## config.mk

```make
export PLATFORM = sky130hd
export DESIGN_NAME = icache_controller
export DESIGN_NICKNAME = d
export VERILOG_FILES = /design/src/rtl/icache_controller_pkg.sv /design/src/rtl/icache_line_store.sv /design/src/rtl/icache_controller.sv
export SDC_FILE = /design/constraint.sdc
export NUM_CORES = 1
export LEC_CHECK = 0
export BUFFER_PORTS_ARGS = -buffer_cell sky130_fd_sc_hd__buf_2
export CAP_MARGIN = 20
export CORE_UTILIZATION = 60
export CTS_CLUSTER_SIZE = 12
export DETAILED_ROUTE_END_ITERATION = 16
export HOLD_SLACK_MARGIN = 0.03
export PLACE_DENSITY = 0.78
export SLEW_MARGIN = 20
export SYNTH_ARGS = -nofsm -noshare
export SYNTH_HDL_FRONTEND = slang
export SYNTH_SLANG_ARGS = --single-unit
```

## constraint.sdc

```tcl
create_clock -name clock_i -period 13.3 [get_ports clock_i]
set_input_delay 1.33 -clock clock_i [delete_from_list [all_inputs] [get_ports clock_i]]
set_output_delay 1.33 -clock clock_i [all_outputs]
set_load 0.02 [all_outputs]
```

## src/rtl/icache_controller_pkg.sv

```systemverilog
// rtl/icache_controller_pkg.sv - shared FSM encoding, geometry constants and width helpers
// Purpose : common definitions for the instruction cache controller and its line store.
// Contents: state_e (IDLE/MEM_READ/UPDATE), block/word geometry, index/tag width functions.
package icache_controller_pkg;

  typedef enum logic [1:0] {
    ST_IDLE     = 2'd0,
    ST_MEM_READ = 2'd1,
    ST_UPDATE   = 2'd2
  } state_e;

  localparam int BLOCK_BYTES = 16;
  localparam int WORD_BYTES  = 4;
  localparam int MEM_ADDR_W  = 6;
  localparam int BLOCK_BITS  = BLOCK_BYTES * 8;
  localparam int OFFSET_LSB  = $clog2(WORD_BYTES);
  localparam int INDEX_LSB   = $clog2(BLOCK_BYTES);

  function automatic int index_w(input int lines);
    return $clog2(lines);
  endfunction

  function automatic int tag_w(input int addr_w, input int lines);
    return addr_w - INDEX_LSB - $clog2(lines);
  endfunction

endpackage

```

## src/rtl/icache_line_store.sv

```systemverilog
// rtl/icache_line_store.sv - valid/tag/data arrays for the direct-mapped instruction cache
// Purpose : per-line storage with one write port and a combinational read of the indexed line.
// Ports   : clock_i, reset_ni (async, active-low; clears valid bits only),
//           rd_index_i -> rd_valid_o / rd_tag_o / rd_data_o,
//           wr_en_i, wr_index_i, wr_tag_i, wr_data_i (installs a line and marks it valid).
module icache_line_store
  import icache_controller_pkg::*;
#(
  parameter int LINES = 8,
  parameter int TAG_W = 3
) (
  input  logic                      clock_i,
  input  logic                      reset_ni,
  input  logic [$clog2(LINES)-1:0]  rd_index_i,
  output logic                      rd_valid_o,
  output logic [TAG_W-1:0]          rd_tag_o,
  output logic [BLOCK_BITS-1:0]     rd_data_o,
  input  logic                      wr_en_i,
  input  logic [$clog2(LINES)-1:0]  wr_index_i,
  input  logic [TAG_W-1:0]          wr_tag_i,
  input  logic [BLOCK_BITS-1:0]     wr_data_i
);

  logic [LINES-1:0]      valid_q;
  logic [TAG_W-1:0]      tag_q  [LINES];
  logic [BLOCK_BITS-1:0] data_q [LINES];

  always_ff @(posedge clock_i or negedge reset_ni) begin
    if (!reset_ni) begin
      valid_q <= '0;
    end else if (wr_en_i) begin
      valid_q[wr_index_i] <= 1'b1;
    end
  end

  // Tag and data contents are meaningless while the valid bit is clear,
  // so they are left out of reset.
  always_ff @(posedge clock_i) begin
    if (wr_en_i) begin
      tag_q[wr_index_i]  <= wr_tag_i;
      data_q[wr_index_i] <= wr_data_i;
    end
  end

  assign rd_valid_o = valid_q[rd_index_i];
  assign rd_tag_o   = tag_q[rd_index_i];
  assign rd_data_o  = data_q[rd_index_i];

endmodule

```

## src/rtl/icache_controller.sv

```systemverilog
// rtl/icache_controller.sv - direct-mapped instruction cache with single-block refill FSM
// Purpose : serves 32-bit fetches on hit with no stall; on miss refills one 16-byte block.
// Ports   : clock_i, reset_ni (async, active-low),
//           CPU side  : address_i, read_i, instruction_o, busywait_o,
//           memory    : mem_read_o, mem_address_o, mem_readdata_i, mem_busywait_i,
//           counters  : hit_count_o, miss_count_o (saturating).
module icache_controller
  import icache_controller_pkg::*;
#(
  parameter int ADDR_W = 10,
  parameter int LINES  = 8,
  parameter int CNT_W  = 16
) (
  input  logic                   clock_i,
  input  logic                   reset_ni,
  input  logic [ADDR_W-1:0]      address_i,
  input  logic                   read_i,
  output logic [31:0]            instruction_o,
  output logic                   busywait_o,
  output logic                   mem_read_o,
  output logic [MEM_ADDR_W-1:0]  mem_address_o,
  input  logic [BLOCK_BITS-1:0]  mem_readdata_i,
  input  logic                   mem_busywait_i,
  output logic [CNT_W-1:0]       hit_count_o,
  output logic [CNT_W-1:0]       miss_count_o
);

  localparam int IDX_W = index_w(LINES);
  localparam int TAG_W = tag_w(ADDR_W, LINES);
  localparam int BLK_W = ADDR_W - INDEX_LSB;

  logic [1:0]       offset;
  logic [IDX_W-1:0] index;
  logic [TAG_W-1:0] tag;
  logic             unused_byte_bits;

  assign offset           = address_i[INDEX_LSB-1:OFFSET_LSB];
  assign index            = address_i[INDEX_LSB +: IDX_W];
  assign tag              = address_i[ADDR_W-1 -: TAG_W];
  assign unused_byte_bits = ^address_i[OFFSET_LSB-1:0];

  state_e           state_q, state_d;
  logic [BLK_W-1:0] miss_q, miss_d;
  logic [CNT_W-1:0] hit_q, miss_cnt_q;
  logic             hit_inc, miss_inc, line_we;

  logic                  line_valid;
  logic [TAG_W-1:0]      line_tag;
  logic [BLOCK_BITS-1:0] line_data;
  logic                  hit;

  icache_line_store #(
    .LINES (LINES),
    .TAG_W (TAG_W)
  ) u_line_store (
    .clock_i    (clock_i),
    .reset_ni   (reset_ni),
    .rd_index_i (index),
    .rd_valid_o (line_valid),
    .rd_tag_o   (line_tag),
    .rd_data_o  (line_data),
    .wr_en_i    (line_we),
    .wr_index_i (miss_q[IDX_W-1:0]),
    .wr_tag_i   (miss_q[BLK_W-1:IDX_W]),
    .wr_data_i  (mem_readdata_i)
  );

  assign hit           = read_i & line_valid & (line_tag == tag);
  assign instruction_o = line_data[{offset, 5'b0} +: 32];
  // The miss register holds {tag,index}, which is exactly the block address.
  assign mem_address_o = MEM_ADDR_W'(miss_q);
  assign hit_count_o   = hit_q;
  assign miss_count_o  = miss_cnt_q;

  always_ff @(posedge clock_i or negedge reset_ni) begin
    if (!reset_ni) begin
      state_q    <= ST_IDLE;
      miss_q     <= '0;
      hit_q      <= '0;
      miss_cnt_q <= '0;
    end else begin
      state_q <= state_d;
      miss_q  <= miss_d;
      if (hit_inc && (hit_q != '1)) begin
        hit_q <= hit_q + 1'b1;
      end
      if (miss_inc && (miss_cnt_q != '1)) begin
        miss_cnt_q <= miss_cnt_q + 1'b1;
      end
    end
  end

  always_comb begin
    state_d    = state_q;
    miss_d     = miss_q;
    busywait_o = 1'b0;
    mem_read_o = 1'b0;
    line_we    = 1'b0;
    hit_inc    = 1'b0;
    miss_inc   = 1'b0;
    unique case (state_q)
      ST_IDLE: begin
        busywait_o = read_i & ~hit;
        if (read_i && !hit) begin
          miss_d   = {tag, index};
          miss_inc = 1'b1;
          state_d  = ST_MEM_READ;
        end else if (hit) begin
          hit_inc = 1'b1;
        end
      end
      ST_MEM_READ: begin
        mem_read_o = 1'b1;
        busywait_o = 1'b1;
        if (!mem_busywait_i) begin
          state_d = ST_UPDATE;
        end
      end
      ST_UPDATE: begin
        // Install the block; the fetch is re-evaluated as a hit back in IDLE.
        busywait_o = 1'b1;
        line_we    = 1'b1;
        state_d    = ST_IDLE;
      end
      default: begin
        state_d = ST_IDLE;
      end
    endcase
  end

endmodule

```

==> results.txt, run 1 <==
final wirelength -> 85,400 um
PwrDens -> 163 nW/um2
RSZ-0062 raised after global routing -> no
total gr overflow -> 0
max layer used -> met5
Achievable Freq -> 147 MHz
endpoint class of the critical path -> primary output
Num CTS Buffers -> 108
Placement Rows -> 96
setup bufs post-CTS -> 0
hold buffer count at cts -> 0
CP Cell Sequence -> buf_8 > buf_4 > buf_4 > mux4_2 > mux4_2 > mux2_2 > buf_2
largest net degree at the start of global routing -> 133
Final Max Tran Viols -> 0
CTS tree -> yes
core box area -> 68,900 um2
Pre-antenna DRT Iters -> 5
Clk pin slew, worst setup/hold paths -> 0.06 ns
ys flop type -> edfxtp_1
Async SR Flop Fraction -> 0.0438
die area -> 71,000 um2
placed wire-length estimate -> 42,600 um
Maximum Capacitance Violations -> 0
WP buf/inv -> 4
Arr. time, crit path -> 5.49 ns
Seq/Total Area, Yosys -> 0.779
FF+latch count, synth -> 1,096
clock insertion delay at the later pin of the skew report -> 0.66 ns
first-pass GRT wire length -> 127,000 um
commonest non-fill, non-tap cell in the layout -> edfxtp_1
vias in the first global route -> 19,831
hold_sp -> u_line_store.valid_q[4]$_DFFE_PN0P_
NetSw -> 0.00175 W
Die Wd -> 266 um
startpoint types -> input pin
initial antenna violation count -> 32
Mapped Avg Cell Area -> 24.5 um2
Final Net Count -> 2,124
overall power -> 0.00770 W
EDFF count, synth -> 1,048
gr usage total -> 0.248
WL met2 -> 44,200 um
Starting DRT DRC Count -> 1,558
antenna viol nets, final -> 0
Initial Utilization -> 0.609
worst r2r src -> state_q[0]$_DFFE_PN0P_
worst hold path class -> reg -> reg
via total after detailed routing -> 19,024
clock sink total -> 1,096
Pint -> 0.00594 W
most frequent cells in the layout -> edfxtp_1, mux4_2, buf_2, clkbuf_16, dfrtp_1
post-DR vias/cell -> 6.41
WS Path Type -> in -> out
post-CTS sizing -> 0
post-route clock period utilization -> 0.513
Largest stage delay, worst path -> 0.92 ns
CP top delay family -> buffers and inverters
worst-margin pin slew -> 1.27 ns
Comb pwr share -> 0.099
worst vdd rail ir drop -> 0.126 mV
status -> complete, no violations
syn_nets -> 1,862
sw frac -> 0.228
I/O pins -> 214
number of remaining DRC errors -> 0
Critical path origin -> address_i[4]
Period minus WS final -> 6.82 ns
routed len/inst -> 28.8 um
share of layout cells above drive strength 1 -> 0.361
area grow syn2layout -> 12.7%
CP Max Fanout -> 75
synth unique cells -> 40
Seq pwr share -> 0.543
worst-case clock buffer depth -> 3
met3 WL post-DR -> 6570 um
clock network power share -> 0.358
Leak -> 15.3 nW
Final Hold Viols -> 0
Root Driver -> clkbuf_16
setup_tns -> 0 ns
post-layout util -> 0.686
Mapped Area -> 42,000 um2
RD Place Congestion -> 0.777
slowest CP cell -> buf_4
Slew headroom -> 0.153
H-tree levels -> 3
# setup viols final -> 0
Die Y -> 266 um
input/output buffers -> 211
Yosys warnings -> 0
met1 WL -> 32,200 um
Syn Inst Count -> 1,713
Critical Path RT -> 11.97 ns
Final Skew -> 0.0231 ns
## registers in the layout, summed over array words and instances (netlist names)
| signal | cells |
|---|---|
| hit_count_o | 16 |
| u_line_store.valid_q | 8 |
| state_q | 2 |
| miss_count_o | 16 |
| u_line_store.tag_q | 24 |
| mem_address_o | 6 |
| u_line_store.data_q | 1024 |
## path summary, 6_finish.rpt
kind                                                             to  slack [ns]  cells after the start
worst max-delay path                              instruction_o[30]        6.48                      7
worst min-delay path            u_line_store.valid_q[4]$_DFFE_PN0P_        0.47                      1
worst max register to register   u_line_store.tag_q[0][2]$_DFFE_PP_       10.28                      6
worst min register to register  u_line_store.valid_q[4]$_DFFE_PN0P_        0.47                      1
max in group asynchronous                hit_count_o[2]$_DFFE_PN0P_       12.20                      1
min in group asynchronous               miss_count_o[9]$_DFFE_PN0P_        0.69                      1
## layer usage
layer  track usage  up-vias
met5             0        -
met4        0.0764       32
met3        0.0554      175
met2         0.417      799
met1         0.328    10151
li1              -     7867
## per-stage QoR
step	area [um2]	hold WS, ns	worst slack [ns]	std cells
after floorplan	42000	0.434	2.71	1713
after global placement	44100	0.446	6.36	2796
after detailed placement	44100	0.453	6.32	2796
after CTS	47300	0.468	6.31	2961
after global routing	47300	0.482	6.10	2965
final	47300	0.467	6.48	2970
## cells in the mapped netlist (13+ instances only)
| cell | count | share of area |
|---|---|---|
| edfxtp_1 | 1048 | 0.75 |
| mux4_2 | 324 | 0.17 |
| dfrtp_1 | 48 | 0.029 |
| clkbuf_1 | 38 | 0.0034 |
| mux2_2 | 32 | 0.0086 |
| buf_2 | 28 | 0.0033 |
| nor2_1 | 20 | 0.0018 |
| xor2_1 | 17 | 0.0035 |
| nand2_1 | 15 | 0.0013 |
| mux2i_1 | 14 | 0.0033 |
| xnor2_1 | 14 | 0.0029 |
| nand3_1 | 13 | 0.0016 |
| nor3_1 | 13 | 0.0016 |
## cell families after synthesis
kind of cell,Yosys count,synth area share
AOI/OAI and AO/OA,9,0.00167
xor gates and xnor gates,32,0.00686
adders and majority gates,7,0.00209
buffers and inverters,88,0.00942
DFF,1096,0.779
muxes,379,0.188
and+or+nand+nor,102,0.0130
## final cells by class
cell class,instances,area [um2]
antenna,9,22.5
fill,4115,21700
clock inverter,28,267
tap,931,1160
clock buffer,137,2850
timing repair buffer,233,1340
inverter,7,26.3
multi-input combinational,529,8940
sequential,1096,32700
## power by group through the flow
stage          Combinational [W]  Clock, W  Sequential [W]
2_1_floorplan           0.000450         0         0.00429
6_report                0.000762   0.00276         0.00418
3_3_place_gp            0.000755         0         0.00422
4_1_cts                 0.000776   0.00280         0.00417
5_1_grt                 0.000812   0.00293         0.00419
3_5_place_dp            0.000768         0         0.00424
Power figures use the tool's default switching activity.
==> run 2: changes to the inputs <==
CORE_UTILIZATION = 55   (was 60)
PLACE_DENSITY = 0.76   (was 0.78)
clock period = 5.9 ns   (was 13.3 ns; I/O delays follow)
==> results.txt, run 2 (synthesis results as in run 1) <==
met3 WL post-DR -> 6230 um (-5.1%)
hold slack -> 0.164 ns (-0.303 ns)
RSZ-0062 raised after global routing -> no
register area -> 32,700 um2 (unchanged)
post-DR vias/cell -> 6.21 (-3.1%)
Pre-antenna DRT Iters -> 5 (unchanged)
area grow syn2layout -> 13.1%
die area -> 77,400 um2 (+9.0%)
RD Place Congestion -> 0.778 (+0.18%)
final worst slack -> 1.98 ns (-4.50 ns)
core box area -> 74,900 um2 (+8.7%)
setup bufs post-CTS -> 0 (unchanged)
Clk pin slew, worst setup/hold paths -> 0.06 ns (about the same)
worst hold path class -> in -> reg
I/O pins -> 214 (unchanged)
PwrDens -> 364 nW/um2 (+120%)
NetSw -> 0.00401 W (+130%)
clock network power share -> 0.355 (-0.003)
fin cells -> 3,019 (+1.6%)
clock sink total -> 1,096 (unchanged)
Seq pwr share -> 0.545 (+0.002)
Achievable Freq -> 255 MHz
Leak -> 15.4 nW (+0.25%)
routed len/inst -> 28.1 um (-2.5%)
clock insertion delay at the later pin of the skew report -> 0.67 ns (about the same)
input/output buffers -> 211 (unchanged)
Critical Path RT -> 5.31 ns (-6.66 ns)
most frequent cells in the layout -> edfxtp_1, mux4_2, buf_2, clkbuf_16, dfrtp_1
Starting DRT DRC Count -> 1,537 (-1.3%)
max layer used -> met5
via total after detailed routing -> 18,735 (-1.5%)
register with the most flip-flops -> u_line_store.data_q
share of layout cells above drive strength 1 -> 0.361 (+0.000368)
Final Skew -> 0.0554 ns (+0.0323 ns)
vias in the first global route -> 19,834 (+0.015%)
placed wire-length estimate -> 44,100 um (+3.6%)
WP buf/inv -> 3 (-1)
Die Wd -> 278 um (+4.4%)
Period minus WS final -> 3.92 ns
Pint -> 0.0133 W (+120%)
Final Net Count -> 2,128 (+0.19%)
# setup viols final -> 0 (unchanged)
WL met2 -> 42,800 um (-3.1%)
sw frac -> 0.232 (+0.00422)
Num CTS Buffers -> 108 (unchanged)
Top Registers -> u_line_store.data_q: 1024 flops, u_line_store.tag_q: 24 flops
first-pass GRT wire length -> 126,000 um (-0.52%)
Final Hold Viols -> 0 (unchanged)
post-layout util -> 0.633 (-0.0527)
H-tree levels -> 3 (unchanged)
Final Max Tran Viols -> 0 (unchanged)
number of remaining DRC errors -> 0 (unchanged)
commonest non-fill, non-tap cell in the layout -> edfxtp_1
CP Max Fanout -> 54 (-28%)
slowest CP cell -> mux4_2
worst vdd rail ir drop -> 0.333 mV (+170%)
final wirelength -> 84,700 um (-0.88%)
Die Y -> 278 um (+4.4%)
Largest stage delay, worst path -> 0.48 ns (-0.44 ns)
footprint of the multi-input gates -> 8960 um2 (+0.14%)
largest net degree at the start of global routing -> 133 (unchanged)
antenna viol nets, final -> 0 (unchanged)
Root Driver -> clkbuf_16
total gr overflow -> 0 (unchanged)
Initial Utilization -> 0.560 (-0.0487)
placed cell count -> 2,837 (+1.5%)
met1 WL -> 32,800 um (+1.8%)
worst-margin pin slew -> 1.08 ns (-0.192 ns)
Slew headroom -> 0.281 (+0.128)
CP Cell Sequence -> buf_8 > buf_4 > mux2i_1 > mux4_2 > xor2_1 > nand4_2 > a21oi_1 > nor2_1 > buf_2
initial antenna violation count -> 31 (-3.1%)
gr usage total -> 0.223 (-0.0250)
Comb pwr share -> 0.100 (about the same)
Placement Setup Slack -> 1.92 ns (-4.40 ns)
setup_tns -> 0 ns (unchanged)
status -> complete, no violations
number of flip-flops in the largest register -> 1,024 (unchanged)
endpoint class of the critical path -> primary output
# fillers -> 4,779 (+16%)
CTS tree -> yes
CP top delay family -> buffers and inverters
Maximum Capacitance Violations -> 0 (unchanged)
post-route clock period utilization -> 0.665
worst-case clock buffer depth -> 3 (unchanged)
Placement Rows -> 100 (+4.2%)
WS Path Type -> in -> out
startpoint types -> input pin
Arr. time, crit path -> 3.33 ns (-2.16 ns)
run 2: cell count changes in the layout (fill, tap and decap cells not counted), sizes merged:
cell / delta
diode: +2
buf: +3
clkinv: +4
dlygate4sd3: +1
inv: +2
bufinv: -3
clkbuf: +2
run 2: through the flow:
| step | area (um2) | power [W] |
|---|---|---|
| after detailed placement | 44300 | 0.0113 |
| after global routing | 47400 | 0.0178 |
| after floorplan | 42000 | 0.0107 |
| final | 47400 | 0.0173 |
| after global placement | 44300 | 0.0112 |
| after CTS | 47400 | 0.0174 |
run 2: worst paths after layout:
check,cells after the start,slack (ns),start,to
max,9,1.98,address_i[4],busywait_o
min,2,0.16,address_i[9],mem_address_o[5]$_DFFE_PN0P_
min reg2reg,1,0.47,u_line_store.valid_q[7]$_DFFE_PN0P_,u_line_store.valid_q[7]$_DFFE_PN0P_
max in group asynchronous,2,4.98,reset_ni,hit_count_o[6]$_DFFE_PN0P_
min in group asynchronous,2,0.47,reset_ni,miss_count_o[9]$_DFFE_PN0P_
max reg2reg,5,2.97,state_q[0]$_DFFE_PN0P_,u_line_store.data_q[2][1]$_DFFE_PP_
run 2: area by class of cell:
type	instances	area share
flip-flops and latches	1096	0.689
inverters	7	0.000554
clock buffers	139	0.0596
well taps	969	0.0256
multi-input cells	529	0.189
repair buffers	237	0.0307
clock inverters	31	0.00570
diodes	11	0.000580
run 2: power by group through the flow:
| stage | combinational, W | clock (W) | sequential (W) |
|---|---|---|---|
| 2_1_floorplan | 0.00102 | 0 | 0.00965 |
| 3_3_place_gp | 0.00172 | 0 | 0.00951 |
| 3_5_place_dp | 0.00175 | 0 | 0.00956 |
| 4_1_cts | 0.00176 | 0.00626 | 0.00941 |
| 5_1_grt | 0.00185 | 0.00654 | 0.00945 |
| 6_report | 0.00172 | 0.00613 | 0.00941 |
run 2: metal layers:
layer / up-vias / GRT usage
met3: 164 / 0.0527
met1: 9977 / 0.295
li1: 7885 / -
met4: 26 / 0.0764
met2: 683 / 0.369
met5: - / 0
run 2: repair_timing:
item	CTS	global route
hold endpoints to repair	0	48
gates resized for setup	0	0
hold buffers	0	1
